### config.mk
export PLATFORM = sky130hd
export DESIGN_NAME = court_display_driver
export DESIGN_NICKNAME = d
export VERILOG_FILES = /design/src/rtl/hockey_pkg.sv /design/src/rtl/scan_timer.sv /design/src/rtl/court_display_driver.sv
export SDC_FILE = /design/constraint.sdc
export NUM_CORES = 1
export LEC_CHECK = 0
export CORE_UTILIZATION = 56
export DETAILED_ROUTE_END_ITERATION = 8
export PLACE_DENSITY = 0.91
export SLEW_MARGIN = 0
export SYNTH_ARGS = -nofsm -noshare
export SYNTH_HDL_FRONTEND = slang
export SYNTH_HIERARCHICAL = 1
export SYNTH_SLANG_ARGS = --single-unit
### constraint.sdc
create_clock -name clk -period 2.9 [get_ports clk]
set_input_delay 0.58 -clock clk [delete_from_list [all_inputs] [get_ports clk]]
set_output_delay 0.58 -clock clk [all_outputs]
set_load 0.005 [all_outputs]
### src/rtl/hockey_pkg.sv
// hockey_pkg: court geometry and coordinate helpers shared with the hockey core.
package hockey_pkg;
  localparam int COURT_ROWS = 5;
  localparam int COURT_COLS = 5;
  localparam int COORD_W = 3;
  function automatic logic on_court(input logic [COORD_W-1:0] x, input logic [COORD_W-1:0] y,
                                    input int cols = COURT_COLS, input int rows = COURT_ROWS);
    return int'(x) < cols && int'(y) < rows;
  endfunction
endpackage

### src/rtl/scan_timer.sv
// scan_timer: row-slot, row and frame counters for the multiplexed court scan.
module scan_timer #(
  parameter int ROWS = 5,
  parameter int SCAN_DIV = 1000,
  parameter int BLANK = 2,
  parameter int BLINK_FRAMES = 25,
  parameter int RW = $clog2(ROWS + 1),
  parameter int FW = $clog2(BLINK_FRAMES + 1)
) (
  input  logic          clk,
  input  logic          rst,
  output logic [RW-1:0] row_o,
  output logic [FW-1:0] fcnt_o,
  output logic          pcnt_blank_o,
  output logic          frame_start_o,
  output logic          frame_end_o
);
  localparam int PW = $clog2(SCAN_DIV + 1);
  logic [PW-1:0] pcnt_q, pcnt_d;
  logic [RW-1:0] row_q, row_d;
  logic [FW-1:0] fcnt_q, fcnt_d;
  logic pcnt_wrap;
  always_comb begin
    pcnt_wrap = pcnt_q == PW'(SCAN_DIV - 1);
    frame_end_o = pcnt_wrap && row_q == RW'(ROWS - 1);
    pcnt_d = pcnt_wrap ? '0 : pcnt_q + 1'b1;
    row_d = frame_end_o ? '0 : pcnt_wrap ? row_q + 1'b1 : row_q;
    fcnt_d = !frame_end_o ? fcnt_q : fcnt_q == FW'(BLINK_FRAMES - 1) ? '0 : fcnt_q + 1'b1;
    // Held reset forces the decodes dark even though the counters already sit at frame start.
    pcnt_blank_o = rst || int'(pcnt_q) < BLANK;
    frame_start_o = !rst && row_q == '0 && pcnt_q == '0;
    row_o = row_q;
    fcnt_o = fcnt_q;
  end
  always_ff @(posedge clk or posedge rst)
    if (rst) begin
      pcnt_q <= '0;
      row_q <= '0;
      fcnt_q <= '0;
    end else begin
      pcnt_q <= pcnt_d;
      row_q <= row_d;
      fcnt_q <= fcnt_d;
    end
endmodule

### src/rtl/court_display_driver.sv
// court_display_driver: renders the puck with a dim trail on a row-scanned LED court;
// positions are latched at frame end and off-court positions flash the whole court.
module court_display_driver import hockey_pkg::*; #(
  parameter int ROWS = COURT_ROWS,
  parameter int COLS = COURT_COLS,
  parameter int SCAN_DIV = 1000,
  parameter int BLANK = 2,
  parameter int BLINK_FRAMES = 25
) (
  input  logic               clk,
  input  logic               rst,
  input  logic [COORD_W-1:0] X_COORD,
  input  logic [COORD_W-1:0] Y_COORD,
  output logic [ROWS-1:0]    row_sel,
  output logic [COLS-1:0]    col_drv,
  output logic               frame_start
);
  localparam int RW = $clog2(ROWS + 1);
  localparam int FW = $clog2(BLINK_FRAMES + 1);
  logic [RW-1:0] row;
  logic [FW-1:0] fcnt;
  logic blank, frame_end;
  logic [2*COORD_W-1:0] cur_q, cur_d, prev_q, prev_d, new_pos;
  logic cur_valid_q, cur_valid_d, prev_valid_q, prev_valid_d, moved;
  logic [COORD_W-1:0] cx, cy, px, py;
  logic [COLS-1:0] cur_bits, trail_bits;
  scan_timer #(
    .ROWS(ROWS), .SCAN_DIV(SCAN_DIV), .BLANK(BLANK), .BLINK_FRAMES(BLINK_FRAMES), .RW(RW), .FW(FW)
  ) u_timer (
    .clk(clk), .rst(rst), .row_o(row), .fcnt_o(fcnt), .pcnt_blank_o(blank),
    .frame_start_o(frame_start), .frame_end_o(frame_end)
  );
  always_comb begin
    new_pos = {X_COORD, Y_COORD};
    moved = frame_end && cur_valid_q && new_pos != cur_q;
    cur_d = frame_end ? new_pos : cur_q;
    cur_valid_d = cur_valid_q || frame_end;
    prev_d = moved ? cur_q : prev_q;
    prev_valid_d = prev_valid_q || moved;
    {cx, cy} = cur_q;
    {px, py} = prev_q;
    cur_bits = int'(cy) == int'(row) ? COLS'(1) << cx : '0;
    // Trail lights only on odd frames, giving it half the brightness of the puck.
    trail_bits = prev_valid_q && on_court(px, py, COLS, ROWS) && fcnt[0] && int'(py) == int'(row)
               ? COLS'(1) << px : '0;
    row_sel = blank ? '0 : ROWS'(1) << row;
    col_drv = blank || !cur_valid_q ? '0
            : !on_court(cx, cy, COLS, ROWS) ? (int'(fcnt) < BLINK_FRAMES / 2 ? '1 : '0)
            : cur_bits | trail_bits;
  end
  always_ff @(posedge clk or posedge rst)
    if (rst) begin
      cur_q <= '0;
      prev_q <= '0;
      cur_valid_q <= 1'b0;
      prev_valid_q <= 1'b0;
    end else begin
      cur_q <= cur_d;
      prev_q <= prev_d;
      cur_valid_q <= cur_valid_d;
      prev_valid_q <= prev_valid_d;
    end
endmodule

Word-level counts from Yosys, hierarchy flattened
Cells that the tools add are included.

Register bits after elaboration: 32. Latch bits: 0. RAM bits: 0. ROM bits: 0. Input port bits: 8. Output and inout port bits: 11. Word-level logic and storage cells: 55. Memories: 0.

Add/subtract/negate cells: 3. Multipliers: 0. Divide/modulo/power cells: 0. Magnitude comparators: 6. Equal/unequal tests: 6. Shift-type cells: 3. Mux-type cells: 10. Bitwise logic cells: 1. Reductions and logical operators: 19.

Operator list (count): $mux 5 (7); $shl 1x3->5 const A (3); $lt 3x3->1 const B (4); $add 10x1->10 const B (1); $eq 10x10->1 const B (1); $logic_and 1x1->1 (10); $logic_not 10->1 (1); $lt 10x2->1 const B (1); $mux 10 (1); $eq 3x3->1 (2); $mux 3 (2); $ne 6x6->1 (1); $add 5x1->5 const B (1); $eq 5x5->1 const B (1); $lt 5x4->1 const B (1); $or 5x5->5 (1); $logic_or 1x1->1 (4); $add 3x1->3 const B (1); $eq 3x3->1 const B (1); $logic_not 3->1 (1); $logic_not 1->1 (2); $reduce_bool 2->1 (1).

Depth between registers and ports, before layout
Gate-level depths: netlist of run 1.

Word-level depth: 9. Depth in mapped cells: 9. Mapped depth without buffers: 8.

Cells and area by module
Netlist of run 1, hierarchy kept.

Modules (own cells, without submodules): scan_timer (times used 1, cells each 107, area each 1023.5 µm², sequential area each 450.4 µm²); court_display_driver (times used 1, cells each 88, area each 887.1 µm², sequential area each 350.3 µm²).

Worst setup path after synthesis of run 1
OpenSTA, ideal clock, no wires.

Kind: input-to-output. Start point: in rst. End point: out col_drv[0]. Data arrival time: 2035 ps. Data required time: 2320 ps. Setup slack: 285 ps. Stages: 4. Path buffers: 0. Path through: inv_1 o21ai_0 or3b_2 a21oi_1.

Cells in the longest elaborated chain, start to end: 3.

Ends and longest elaborated chain: start: declaration (RTL line court_display_driver.sv:11) `input logic rst,`; $logic_or 1x1->1 (RTL line scan_timer.sv:30) `pcnt_blank_o = rst || int'(pcnt_q) < BLANK;`; net blank (RTL line court_display_driver.sv:22) `logic blank, frame_end;`; $logic_or 1x1->1 (RTL line court_display_driver.sv:47) `col_drv = blank || !cur_valid_q ? '0`; $mux 5 (RTL line court_display_driver.sv:47); end: declaration (RTL line court_display_driver.sv:15) `output logic [COLS-1:0] col_drv,`.

The timed path passes the listed nets, and every way through them passes these cells.

Worst setup path in the final report of run 1
Start point: in rst. End point: out row_sel[1].

Cells in the longest elaborated chain, start to end: 2.

Ends and longest elaborated chain: $logic_or 1x1->1 (RTL line scan_timer.sv:30); net blank (RTL line court_display_driver.sv:22); $mux 5 (RTL line court_display_driver.sv:46) `row_sel = blank ? '0 : ROWS'(1) << row;`; end: declaration (RTL line court_display_driver.sv:14) `output logic [ROWS-1:0] row_sel,`.

The timed path passes the listed nets, and every way through them passes these cells.

==> results_dict.tcl, run 1 <==
set metrics [dict create \
    maxSlewViolCount 0 \
    max-cap-violations 0 \
    slowest_delay_ns 0.58 \
    ir_worst_vdd_mv 0.2488 \
    ys_ff_latch 32 \
    route.detailed.drc 0 \
    grt_pass1_vias 1476 \
    antenna_cells 0 \
    grt_antenna_before_repair 0 \
    root_buffer "clkbuf_4" \
    finalCritPeriodShare_pct 101.4 \
    start_kind "primary input" \
    maxSlewHeadroom_pct 64.18 \
    start_util_pct 60.60 \
    setup-tns-final_ns -0.04204 \
    first_pass_iters 4 \
    leakage_nw 1.070 \
    skew_ns 0.008101 \
    cp_top_family "buffers and inverters" \
    finalWeightedCongestion 0.7815 \
    cp.buffers_inverters 4 \
    max_freq_mhz 339.9 \
    synth_enable_flop_cells 0 \
    totalWireLength_mm 4.835 \
    dp_hpwl_mm 2.813 \
    critical_path.cell_chain "clkdlybuf4s50_1 -> inv_1 -> o21ai_1 -> buf_4 -> nor4b_1 -> clkdlybuf4s50_1" \
    fin_nets 243 \
    min_path_type "reg2reg" \
    dieArea_sq_um 3649 \
    clk_pin_slew_ns 0.10 \
    cp.arrival_ns 2.36 \
    cts_tree "yes" \
    postSynth.asyncResetShare_pct 100.0 \
    setup_viol 1 \
    synthFlopType "dfrtp_1" \
    seqCellArea_sq_um 808.3 \
    netlist.area_leader.share_pct 41.91 \
    core_area_sq_um 3153 \
    multi_input_area_sq_um 1045 \
    crit_path_end_kind "output pin" \
    clock_sinks 32 \
    drive_gt1_share_pct 23.48 \
    via_count 1690 \
    cts.path.max_buffers 2 \
    status "finished, violations left" \
    post-place-ws_ns -0.09120 \
    timing_hold_violations_final 0 \
    postCtsHoldBufs 0 \
    drt_iter0_drc 142 \
    setup_ws_ns -0.04204 \
    die_h_um 60.41 \
    ioPinCount 19 \
    cts_max_level 2 \
    synthTopCellsByCount "dfrtp_1, o21ai_0, inv_1, mux2_2, nand2_1" \
    clk_latency_ns 0.36 \
    tightestPinTransition_ns 0.5367 \
    crit_path_frequent_cell "clkdlybuf4s50_1" \
    crit_slowest_cell "clkdlybuf4s50_1" \
    area_growth_pct 21.94 \
    violations "setup timing" \
    fin_crit_ns 2.942 \
    grt_usage_pct 25.79 \
    ys_types 40 \
    synth.avg_cell_area_sq_um 9.798 \
    netlist_instances 195 \
    crit_required_ns 2.32 \
    synth.most_common_cell "dfrtp_1" \
    ys_warn_count 6 \
    vias_per_cell 6.168 \
    yosys.area.top_type "dfrtp_1" \
    row_count 20 \
    p_per_area_nw_per_um2 327.2 \
    fillers 194 \
    worstSetupPathType "in2out" \
    grt_start_max_net_pins 19 \
    postRouteAntennaNets 0 \
    syn-num-nets 209 \
    wire_per_inst_um 17.65 \
    synth.area.top_cells "dfrtp_1, mux2_2, xor2_1, ha_1, o21ai_0" \
    cts_buffers 5 \
    grt_pass1_wl_mm 6.651 \
    globalRouteOverflowTotal 0 \
    ys_seq_area_share_pct 41.91 \
    io_buffers 18 \
    netlist_area_sq_um 1911 \
    crit_fanout 5 \
    die_x_um 60.41 \
]
path summary, 6_finish.rpt:
check / start / endpoint / slack [ns] / depth (start not counted)
setup / recovery: rst / row_sel[1] / -0.04 / 6
hold / removal: prev_valid_q / prev_valid_q / 0.49 / 1
setup reg to reg: u_timer/row_o[0] / prev_q[4] / 0.49 / 9
hold reg to reg: prev_valid_q / prev_valid_q / 0.49 / 1
max in group asynchronous: rst / cur_q[0] / 1.79 / 3
min in group asynchronous: rst / u_timer/row_o[0] / 0.61 / 3
timing repair:
action                                  in CTS  in global routing
setup buffers                                2                  6
resized for setup                            2                 17
pin swaps                                    1                  5
cloned                                       0                  0
endpoints found under the setup margin       5                 10
through the flow:
stage               cells  power, mW  hold WS (ns)  util, %  instance area [sq um]
finish                274     0.7624        0.4870    73.89                   2330
global route          274     0.7924        0.5093    73.89                   2330
CTS                   268     0.7624        0.4795    71.03                   2240
detailed placement    258     0.4874        0.4553    68.57                   2162
global placement      258     0.4873        0.4421    68.57                   2162
floorplan             195     0.4681        0.4302        -                   1911
kinds of logic after synthesis:
logic type                 Yosys count  share of synthesized area, %
muxes                               12                         7.073
adders and majority gates            6                         3.929
xor gates and xnor gates            15                         6.876
and+or+nand+nor                     71                         22.79
buffers and inverters               21                         5.042
AOI/OAI and AO/OA                   38                         12.38
DFF                                 32                         41.91
cell type report:
class | instances | share of cell area [%]
clock buffer | 8 | 2.524
inverter | 14 | 2.256
multi-input combinational | 142 | 44.84
sequential | 32 | 34.69
tap | 44 | 2.363
timing repair buffer | 34 | 13.32
layer usage:
metal | vias up | part of all wire, % | GRT usage, %
met5 | - | 0 | 0
met1 | 828 | 43 | 31.02
met4 | 0 | 2.1 | 17.21
li1 | 773 | - | -
met2 | 77 | 48 | 41.60
met3 | 12 | 7.1 | 5.757
sequential cells by signal, summed over array words and instances (netlist names):
name and count:
u_timer/row_o 3, prev_valid_q 1, u_timer/fcnt_o 5, prev_q 6, cur_q 6, cur_valid_q 1
u_timer/pcnt_q 10
report_power, final:
part	leakage (nW)	switching, mW	internal, mW
sequential	0.407	0.0000624	0.446
combinational	0.630	0.0183	0.0153
clock	0.0326	0.163	0.119
layout by cell type, fill, tap and decap left out, drive strengths merged, types with 4 or more instances in the layout:
master         Yosys  final
clkdlybuf4s50      0     14
clkbuf             1      8
dlymetal6s2s       0      4
nand4b             4      4
nand3             11     11
buf                5     16
a31oi              6      6
nand4              5      5
dfrtp             32     32
ha                 6      6
o211ai             4      4
nand2             12     12
nor4               7      7
mux2              12     12
inv               14     14
o21ai             15     15
a21oi             10     10
xnor2              4      4
xor2              11     11
nor2              10     10
Power figures use the tool's default switching activity.
==> run 2, diff against run 1 <==
--- a/config.mk
+++ b/config.mk
@@ -5,9 +5,9 @@
 export SDC_FILE = /design/constraint.sdc
 export NUM_CORES = 1
 export LEC_CHECK = 0
-export CORE_UTILIZATION = 56
+export CORE_UTILIZATION = 51
 export DETAILED_ROUTE_END_ITERATION = 8
-export PLACE_DENSITY = 0.91
+export PLACE_DENSITY = 0.87
 export SLEW_MARGIN = 0
 export SYNTH_ARGS = -nofsm -noshare
 export SYNTH_HDL_FRONTEND = slang
==> constraint.sdc (replaced) <==
create_clock -name clk -period 2.6 [get_ports clk]
set_input_delay 0.52 -clock clk [delete_from_list [all_inputs] [get_ports clk]]
set_output_delay 0.52 -clock clk [all_outputs]
set_load 0.005 [all_outputs]
==> run 2 against run 1 <==
Net effect: utilization is 4.9 points lower; clock skew down 0.0022 ns; sequential share of layout area is 1.2 points lower; critical path depth is the same; global-route usage fell by 1.6 points; critical endpoint is now frame_start; flip-flop and latch count stayed put; the flow now finishes without violations; sequential power is 12% higher.
==> results_dict.tcl, run 2 (synthesis gave the netlist of run 1 again) <==
set metrics [dict create \
    die_x_um 63.21 \
    cts.path.max_buffers 2 \
    skew_ns 0.005924 \
    crit_path_end_kind "output pin" \
    drive_gt1_share_pct 25.32 \
    area_growth_pct 25.15 \
    status "finished, final reports clean" \
    largest_reg_flops 10 \
    dp_hpwl_mm 3.065 \
    ir_worst_vdd_mv 0.3127 \
    layout_common_cells "dfrtp_1, buf_4, o21ai_0, inv_1" \
    worstSetupStartpoint "u_timer/row_o[0]" \
    wire_per_inst_um 14.76 \
    drt_iter0_drc 97 \
    crit_fanout 8 \
    r2r_end "prev_q[5]" \
    postCtsHoldBufs 0 \
    vias_per_cell 5.739 \
    worstReg2RegStart "u_timer/row_o[0]" \
    min_path_type "in2async" \
    root_buffer "clkbuf_8" \
    grt_pass1_vias 1633 \
    largest_registers "u_timer/pcnt_q x10, cur_q x6, prev_q x6" \
    globalRouteOverflowTotal 0 \
    dieArea_sq_um 3995 \
    setup_viol 0 \
    grt_usage_pct 24.16 \
    reg2reg_depth 9 \
    max-cap-violations 0 \
    maxSlewViolCount 0 \
    final_common_cell "dfrtp_1" \
    row_count 21 \
    cp.arrival_ns 2.02 \
    timing_hold_violations_final 0 \
    clk_latency_ns 0.29 \
    rsz0062_at_grt "false" \
    start_kind "flip-flop" \
    crit_required_ns 2.08 \
    start_util_pct 55.09 \
    largest_register "u_timer/pcnt_q" \
    cts_buffers 5 \
    route.detailed.drc 0 \
    max_freq_mhz 394.3 \
    core_area_sq_um 3468 \
    maxSlewHeadroom_pct 64.45 \
    grt_pass1_wl_mm 7.369 \
    worstSetupPathType "reg2out" \
    multi_input_area_sq_um 1042 \
    clk_pin_slew_ns 0.07 \
    die_h_um 63.21 \
    postRouteAntennaNets 0 \
    fin_crit_ns 2.536 \
    grt_antenna_before_repair 0 \
    dp_cells 272 \
    r2r_setup_slack_ns 0.37 \
    first_pass_iters 4 \
    cts_max_level 2 \
    fillers 281 \
    antenna_cells 0 \
    tightestPinTransition_ns 0.5327 \
    io_buffers 18 \
    finalWeightedCongestion 0.8406 \
    p_per_area_nw_per_um2 419.9 \
    seqCellArea_sq_um 800.8 \
    leakage_nw 1.068 \
    ioPinCount 19 \
    fin_nets 250 \
    via_count 1624 \
    post-place-ws_ns -0.4819 \
    clock_sinks 32 \
    grt_start_max_net_pins 19 \
    finalCritPeriodShare_pct 97.55 \
    totalWireLength_mm 4.177 \
    cts_tree "yes" \
    setup_ws_ns 0.06375 \
    fin_cells 283 \
]
-- run 2: cell types whose count changed in the layout (fill, tap and decap cells not counted), moves of 2 or more --
cell / delta
buf_4: +7
dfrtp_1: +6
dfrtp_2: -6
clkbuf_4: -5
dlygate4sd2_1: +2
nor4b_2: -2
clkdlybuf4s50_1: -2
clkbuf_2: +4
dlymetal6s2s_1: -4
nor4b_1: +2
o21ai_1: -2
clkbuf_8: +4
-- run 2: worst max path at each step --
stage                              to
final                     frame_start
after detailed placement   col_drv[1]
after CTS                  col_drv[1]
after global routing      frame_start
after floorplan            col_drv[0]
after global placement     col_drv[4]
-- run 2: worst max-delay path: stages (launching register included) --
cell and delay [ns]:
dfrtp_1 0.40, buf_4 0.17, inv_1 0.10, ha_2 0.22, nand2_1 0.09, nor4_2 0.20, clkdlybuf4s50_1 0.55
-- run 2: layout make-up --
| class | instances | share of cell area (%) |
|---|---|---|
| Clock buffer | 6 | 3.035 |
| Clock inverter | 2 | 1.465 |
| Inverter | 14 | 2.198 |
| Multi-Input combinational cell | 142 | 43.59 |
| Sequential cell | 32 | 33.49 |
| Tap cell | 46 | 2.407 |
| Timing Repair Buffer | 41 | 13.81 |
-- run 2: stage by stage --
| step | hold WS [ns] | power [mW] | instance area [sq um] | utilization [%] | setup TNS [ns] |
|---|---|---|---|---|---|
| floorplan | 0.4092 | 0.5221 | 1911 | - | 0 |
| global placement | 0.4412 | 0.5424 | 2255 | 65.01 | -2.258 |
| detailed placement | 0.4505 | 0.5436 | 2255 | 65.01 | -2.785 |
| CTS | 0.4550 | 1.011 | 2396 | 69.08 | 0 |
| global route | 0.4741 | 1.047 | 2391 | 68.94 | 0 |
| finish | 0.4516 | 1.004 | 2391 | 68.94 | 0 |
-- run 2: power breakdown --
part           internal (mW)  total (mW)  switching, mW  leakage (nW)
Sequential             0.498       0.498      0.0000571         0.417
Clock                  0.284       0.470          0.186        0.0552
Combinational         0.0162      0.0360         0.0198         0.595
-- run 2: what timing repair did --
action | CTS | global route
gates resized for setup | 13 | 10
pin swaps | 2 | 3
setup buffers | 2 | 1
setup endpoints to repair | 11 | 4
-- run 2: metal layers --
| metal | track usage [%] | up-vias | part of all wire, % |
|---|---|---|---|
| met5 | 0 | - | 0 |
| met4 | 9.659 | 0 | 1.7 |
| met3 | 7.609 | 8 | 4.2 |
| met2 | 42.61 | 37 | 52 |
| met1 | 26.77 | 785 | 42 |
| li1 | - | 794 | - |
